**config.mk**
```make
export PLATFORM = sky130hd
export DESIGN_NAME = ofmap_drain
export DESIGN_NICKNAME = d
export VERILOG_FILES = /design/src/rtl/ofmap_drain.sv
export SDC_FILE = /design/constraint.sdc
export NUM_CORES = 1
export LEC_CHECK = 0
export ABC_AREA = 1
export BUFFER_PORTS_ARGS = -buffer_cell sky130_fd_sc_hd__buf_2
export CAP_MARGIN = 10
export CORE_UTILIZATION = 42
export DETAILED_ROUTE_END_ITERATION = 6
export GPL_ROUTABILITY_DRIVEN = 0
export MAX_ROUTING_LAYER = met4
export SLEW_MARGIN = 20
export SYNTH_ARGS = -nofsm -noshare
export SYNTH_HDL_FRONTEND = slang
export SYNTH_SLANG_ARGS = --single-unit
```
**constraint.sdc**
```tcl
create_clock -name clk -period 3.95 [get_ports clk]
set_input_delay 0.79 -clock clk [delete_from_list [all_inputs] [get_ports clk]]
set_output_delay 0.79 -clock clk [all_outputs]
set_load 0.1 [all_outputs]
```
**src/rtl/ofmap_drain.sv**
```systemverilog
// Psum SRAM drain: issues reads, requantizes 8x16b psums to 8x4b activations, streams via a 2-deep skid FIFO.
// Optional OFMAP_DRAIN_RELU_EN: ReLU + unsigned [0,15] saturation; otherwise signed [-8,7] saturation.
module ofmap_drain_lane #(
  parameter int psum_bw = 16,
  parameter int bw      = 4
) (
  input  logic [psum_bw-1:0] x,
  input  logic [3:0]         shift,
  output logic [bw-1:0]      y
);
`ifdef OFMAP_DRAIN_RELU_EN
  localparam logic signed [psum_bw-1:0] HI = psum_bw'((2**bw) - 1);
  localparam logic signed [psum_bw-1:0] LO = '0;
`else
  localparam logic signed [psum_bw-1:0] HI = psum_bw'((2**(bw-1)) - 1);
  localparam logic signed [psum_bw-1:0] LO = psum_bw'(-(2**(bw-1)));
`endif
  logic signed [psum_bw-1:0] sh;
  assign sh = $signed(x) >>> shift;

  always_comb begin
    y = sh[bw-1:0];
    if (sh > HI)      y = HI[bw-1:0];
    else if (sh < LO) y = LO[bw-1:0];
  end
endmodule

module ofmap_drain #(
  parameter int psum_bw = 16,
  parameter int col     = 8,
  parameter int bw      = 4
) (
  input  logic                   clk,
  input  logic                   reset,
  input  logic                   start,
  input  logic [10:0]            base_addr,
  input  logic [11:0]            count,
  input  logic [3:0]             shift,
  output logic                   pmem_cen,
  output logic [10:0]            pmem_addr,
  input  logic [col*psum_bw-1:0] sfp_out,
  output logic [col*bw-1:0]      out_data,
  output logic                   out_valid,
  input  logic                   out_ready,
  output logic                   busy,
  output logic                   done
);
  typedef enum logic [1:0] {S_IDLE, S_RUN, S_DRAIN, S_DONE} state_t;

  state_t                 state, nxt;
  logic [10:0]            base_q, addr_q, next_addr;
  logic [11:0]            cnt_q, issued;
  logic [3:0]             shift_q;
  logic                   inflight, issue, pop;
  logic [col*bw-1:0]      mem [2];
  logic                   wr_ptr, rd_ptr;
  logic [1:0]             occ;
  logic [col-1:0][bw-1:0] q_lanes;

  for (genvar i = 0; i < col; i++) begin : g_lane
    ofmap_drain_lane #(.psum_bw(psum_bw), .bw(bw)) u_lane (
      .x     (sfp_out[i*psum_bw +: psum_bw]),
      .shift (shift_q),
      .y     (q_lanes[i])
    );
  end

  assign pop       = out_valid & out_ready;
  assign out_valid = (occ != 2'd0);
  assign out_data  = mem[rd_ptr];
  assign busy      = (state != S_IDLE);
  assign done      = (state == S_DONE);
  assign next_addr = base_q + issued[10:0];

  // Issue only if the word landing next cycle is guaranteed a FIFO slot.
  assign issue     = (state == S_RUN) && (issued != cnt_q) &&
                     (({1'b0, occ} + {2'b0, inflight}) <= (3'd1 + {2'b0, pop}));
  assign pmem_cen  = ~issue;
  assign pmem_addr = issue ? next_addr : addr_q;

  always_comb begin
    nxt = state;
    case (state)
      S_IDLE:  if (start) nxt = (count == 12'd0) ? S_DONE : S_RUN;
      S_RUN:   if (issued == cnt_q) nxt = S_DRAIN;
      S_DRAIN: if (!inflight && ((occ == 2'd0) || (occ == 2'd1 && pop))) nxt = S_DONE;
      S_DONE:  nxt = S_IDLE;
      default: nxt = S_IDLE;
    endcase
  end

  always_ff @(posedge clk) begin
    if (!reset) begin
      state    <= S_IDLE;
      base_q   <= '0;
      cnt_q    <= '0;
      shift_q  <= '0;
      issued   <= '0;
      addr_q   <= '0;
      inflight <= 1'b0;
      wr_ptr   <= 1'b0;
      rd_ptr   <= 1'b0;
      occ      <= '0;
      mem[0]   <= '0;
      mem[1]   <= '0;
    end else begin
      state    <= nxt;
      inflight <= issue;
      if (state == S_IDLE && start) begin
        base_q  <= base_addr;
        cnt_q   <= count;
        shift_q <= shift;
        issued  <= '0;
      end
      if (issue) begin
        issued <= issued + 12'd1;
        addr_q <= next_addr;
      end
      if (inflight) begin
        mem[wr_ptr] <= q_lanes;
        wr_ptr      <= ~wr_ptr;
      end
      if (pop) rd_ptr <= ~rd_ptr;
      case ({inflight, pop})
        2'b10:   occ <= occ + 2'd1;
        2'b01:   occ <= occ - 2'd1;
        default: occ <= occ;
      endcase
    end
  end
endmodule

```
==> impl_metrics.env <==
export IMPL_status="completed"
export IMPL_synthAdderAreaFrac_pct=2.71
export IMPL_antenna_found_initial=7
export IMPL_min_from="cnt_q[3]"
export IMPL_synthXorXnorAreaFrac_pct=1.96
export IMPL_seqCellArea_um2=3100
export IMPL_viasPerCell=5.37
export IMPL_synth_top_family_by_area="simple AND/OR/NAND/NOR gates"
export IMPL_yosysSeqAreaShare_pct=26.5
export IMPL_die_x_um=168
export IMPL_setup_tns_ns=0
export IMPL_synth_cell_type_count=48
export IMPL_grt_pass1_wl_um=59100
export IMPL_reg2reg_slack_ns=1.15
export IMPL_start_util_pct=43.0
export IMPL_critical_path_required_ns=3.16
export IMPL_post_place_ws_ns=0.190
export IMPL_clk_latency_ns=0.42
export IMPL_clock_sinks=122
export IMPL_num_rows=60
export IMPL_cp_slowest_stage_delay_ns=0.47
export IMPL_dp_hpwl_um=26200
export IMPL_area_growth_pct=17.0
export IMPL_drt_iter0_markers=942
export IMPL_rr_startpoint="shift_q[1]"
export IMPL_power_density_nw_per_um2=770
export IMPL_end_kind="output port"
export IMPL_setup_violations=0
export IMPL_mappedNetlistArea_um2=11600
export IMPL_synthCells=1915
export IMPL_synth_edf_count=64
export IMPL_synth_compound_area_share_pct=9.45
export IMPL_reg2reg_depth=13
export IMPL_cts_buffers=17
export IMPL_grt_pass1_vias=12100
export IMPL_maxSlewViolCount=0
export IMPL_drt_wl_total_um=36200
export IMPL_final_layout_size_suffix_gt1_share_pct=16.2
export IMPL_cts_buffer_depth=2
export IMPL_multi_input_area_um2=7590
export IMPL_tightest_slew_ns=0.872
export IMPL_cts_tree="yes"
export IMPL_max_freq_ghz=0.266
export IMPL_finalCritPeriodShare_pct=95.3
export IMPL_synth_mux_area_share_pct=3.88
export IMPL_ios=206
export IMPL_hold_violations=0
export IMPL_nets=2228
export IMPL_crit_chain="inv_1 > ha_4 > clkinvlp_4 > nand2_2 > inv_1 > fa_1 > or2_4 > o21ai_4 > nand3_4 > clkbuf_16 > o21ai_1 > inv_2 > buf_12"
export IMPL_power_uw=10500
export IMPL_cp_common_cell="inv_1"
export IMPL_port_buffers=205
export IMPL_placed_cell_area_um2=12900
export IMPL_rr_endpoint="mem[0][22]"
export IMPL_die_h_um=168
export IMPL_die_area_um2=28300
export IMPL_postCtsHoldBufs=0
export IMPL_fin_skew_ns=0.0152
export IMPL_synth_seq_cells=122
export IMPL_path_clk_slew_ns=0.05
export IMPL_finalInstanceArea_um2=13600
export IMPL_cp_slowest_cell="fa_1"
export IMPL_ir_drop_v=0.000552
export IMPL_antenna_left=0
export IMPL_synthSimpleGateAreaFrac_pct=46.8
export IMPL_synth_flop_cell="edfxtp_1"
export IMPL_post_route_min_period_ns=3.76
export IMPL_core_um2=27000
export IMPL_overflow=0
export IMPL_slew_headroom_pct=41.9
export IMPL_wl_per_cell_um=15.1
export IMPL_max_cap_violations=0
export IMPL_startpoint_type="register"
export IMPL_postSynthAreaPerCell_um2=6.07
export IMPL_grt_total_usage_pct=26.5
export IMPL_leakagePower_uw=0.00670
export IMPL_hold_end="cnt_q[3]"
export IMPL_crit_type="reg2out"
export IMPL_holdPathStages=2
export IMPL_whs_ns=0.489
export IMPL_hold_class="reg2reg"
export IMPL_firstDrtPassIters=5
export IMPL_ys_warn_count=0
export IMPL_remaining_drc_errors=0
export IMPL_syn_nets=2098
export IMPL_grt_max_degree=122
export IMPL_worstPathArrival_ns=2.97
export IMPL_vias=12900
export IMPL_async_flop_share_pct=0
export IMPL_clockRootBuffer="clkbuf_16"
export IMPL_fill_cells=2883
export IMPL_setup_slack_ns=0.185
export IMPL_cts_max_level=4
export IMPL_cp_max_fo=20
-- worst max path at each step --
| stage | start | endpoint | slack (ns) | cells past startpoint |
|---|---|---|---|---|
| finish | occ[0] | pmem_addr[6] | 0.19 | 13 |
| global route | occ[0] | pmem_addr[6] | -0.002 | 13 |
| CTS | occ[0] | pmem_addr[7] | 0.02 | 13 |
| detailed placement | out_ready | pmem_addr[8] | 0.19 | 11 |
| global placement | out_ready | pmem_addr[8] | 0.25 | 11 |
| floorplan | occ[0] | pmem_addr[10] | 0.04 | 11 |
-- registers in the layout, indices dropped and copies added, names as in the netlist, named ones only --
name / flops
addr_q: 11
base_q: 11
cnt_q: 12
inflight: 1
issued: 12
mem: 64
occ: 2
rd_ptr: 1
shift_q: 4
state: 2
wr_ptr: 1
-- timing repair --
item,CTS,global route
cloned,0,2
buffers inserted,0,1
pin swaps,0,1
endpoints found under the setup margin,1,11
gates resized for setup,1,15
-- cells by family after synthesis --
logic type               count (synthesis)
XOR/XNOR                                26
AND/OR/NAND/NOR                       1278
adder cells (fa/ha/maj)                 24
multiplexers                            41
buffers and inverters                  216
AO/OA/AOI/OAI                          208
flip-flops                             122
-- layer usage --
metal / global-route usage (%) / vias to the layer above / wire length (um)
li1: - / 6649 / -
met1: 32.2 / 5841 / 16000
met2: 43.0 / 377 / 16800
met3: 4.87 / 58 / 2080
met4: 11.1 / 0 / 1400
met5: - / - / 0
-- per-stage QoR --
| step | cells | util (%) |
|---|---|---|
| 2_1_floorplan | 1915 | - |
| 3_3_place_gp | 2364 | 47.7 |
| 3_5_place_dp | 2364 | 47.7 |
| 4_1_cts | 2396 | 49.9 |
| 5_1_grt | 2406 | 50.3 |
| 6_report | 2407 | 50.3 |
-- where the power goes --
part           leakage (uW)  switching [uW]  internal [uW]
Sequential          0.00114             171           1580
Clock              0.000294             568           1020
Combinational       0.00527            4910           2210
Total               0.00670            5650           4800
-- cell usage after synthesis (all sizes together), types with 2 or more instances --
library cell	count	area share, %
o21ai	108	4.7
dfxtp	58	10
nor2	189	6.1
mux2i	9	0.78
xnor2	11	0.83
edfxtp	64	17
a211oi	2	0.13
and2	4	0.22
nor4	5	0.27
o22ai	3	0.16
nand2	650	21
and3	2	0.11
xor2	15	1.1
nand4	14	0.75
o211ai	3	0.19
nand3	395	17
or2	6	0.32
a21oi	77	3.3
clkinv	2	0.065
ha	22	2.4
nor3b	2	0.13
a21boi	3	0.19
nand3b	5	0.32
mux2	32	3.1
inv	96	3.1
fa	2	0.34
a31oi	4	0.22
a21o	3	0.19
buf	86	4.4
nor3	6	0.26
clkbuf	32	1.0
-- cell usage in the layout (no fill, tap or decap), types with 4 or more instances in the layout --
cell type	n
nand2_1	641
nand3_1	392
buf_2	193
nor2_1	189
o21ai_0	83
inv_1	81
a21oi_1	77
edfxtp_1	64
dfxtp_1	54
mux2_2	32
clkbuf_16	22
ha_1	21
buf_4	18
o21ai_1	17
buf_12	16
xor2_1	15
nand4_1	14
inv_2	12
xnor2_1	11
nand2_2	9
mux2i_1	9
diode_2	8
nor3_1	6
o21ai_2	6
clkbuf_1	6
nor4_1	5
nand3b_1	5
a31oi_1	4
and2_1	4
or2_2	4
-- layout make-up --
type	instances	share of cell area [%]
diodes	8	0.147
clock buffers	28	4.05
clock inverters	4	0.387
inverters	98	2.79
multi-input cells	1577	55.9
flip-flops and latches	122	22.8
well taps	341	3.14
repair buffers	229	10.8
-- worst max-delay path, delay by kind of cell, from the launching register on --
| family | cells | cell delay [ns] |
|---|---|---|
| AND/OR/NAND/NOR | 3 | 0.53 |
| flip-flops | 1 | 0.34 |
| adder cells (fa/ha/maj) | 2 | 0.62 |
| buffers and inverters | 6 | 0.73 |
| AO/OA/AOI/OAI | 2 | 0.34 |
(Power assumes the default switching activity.)
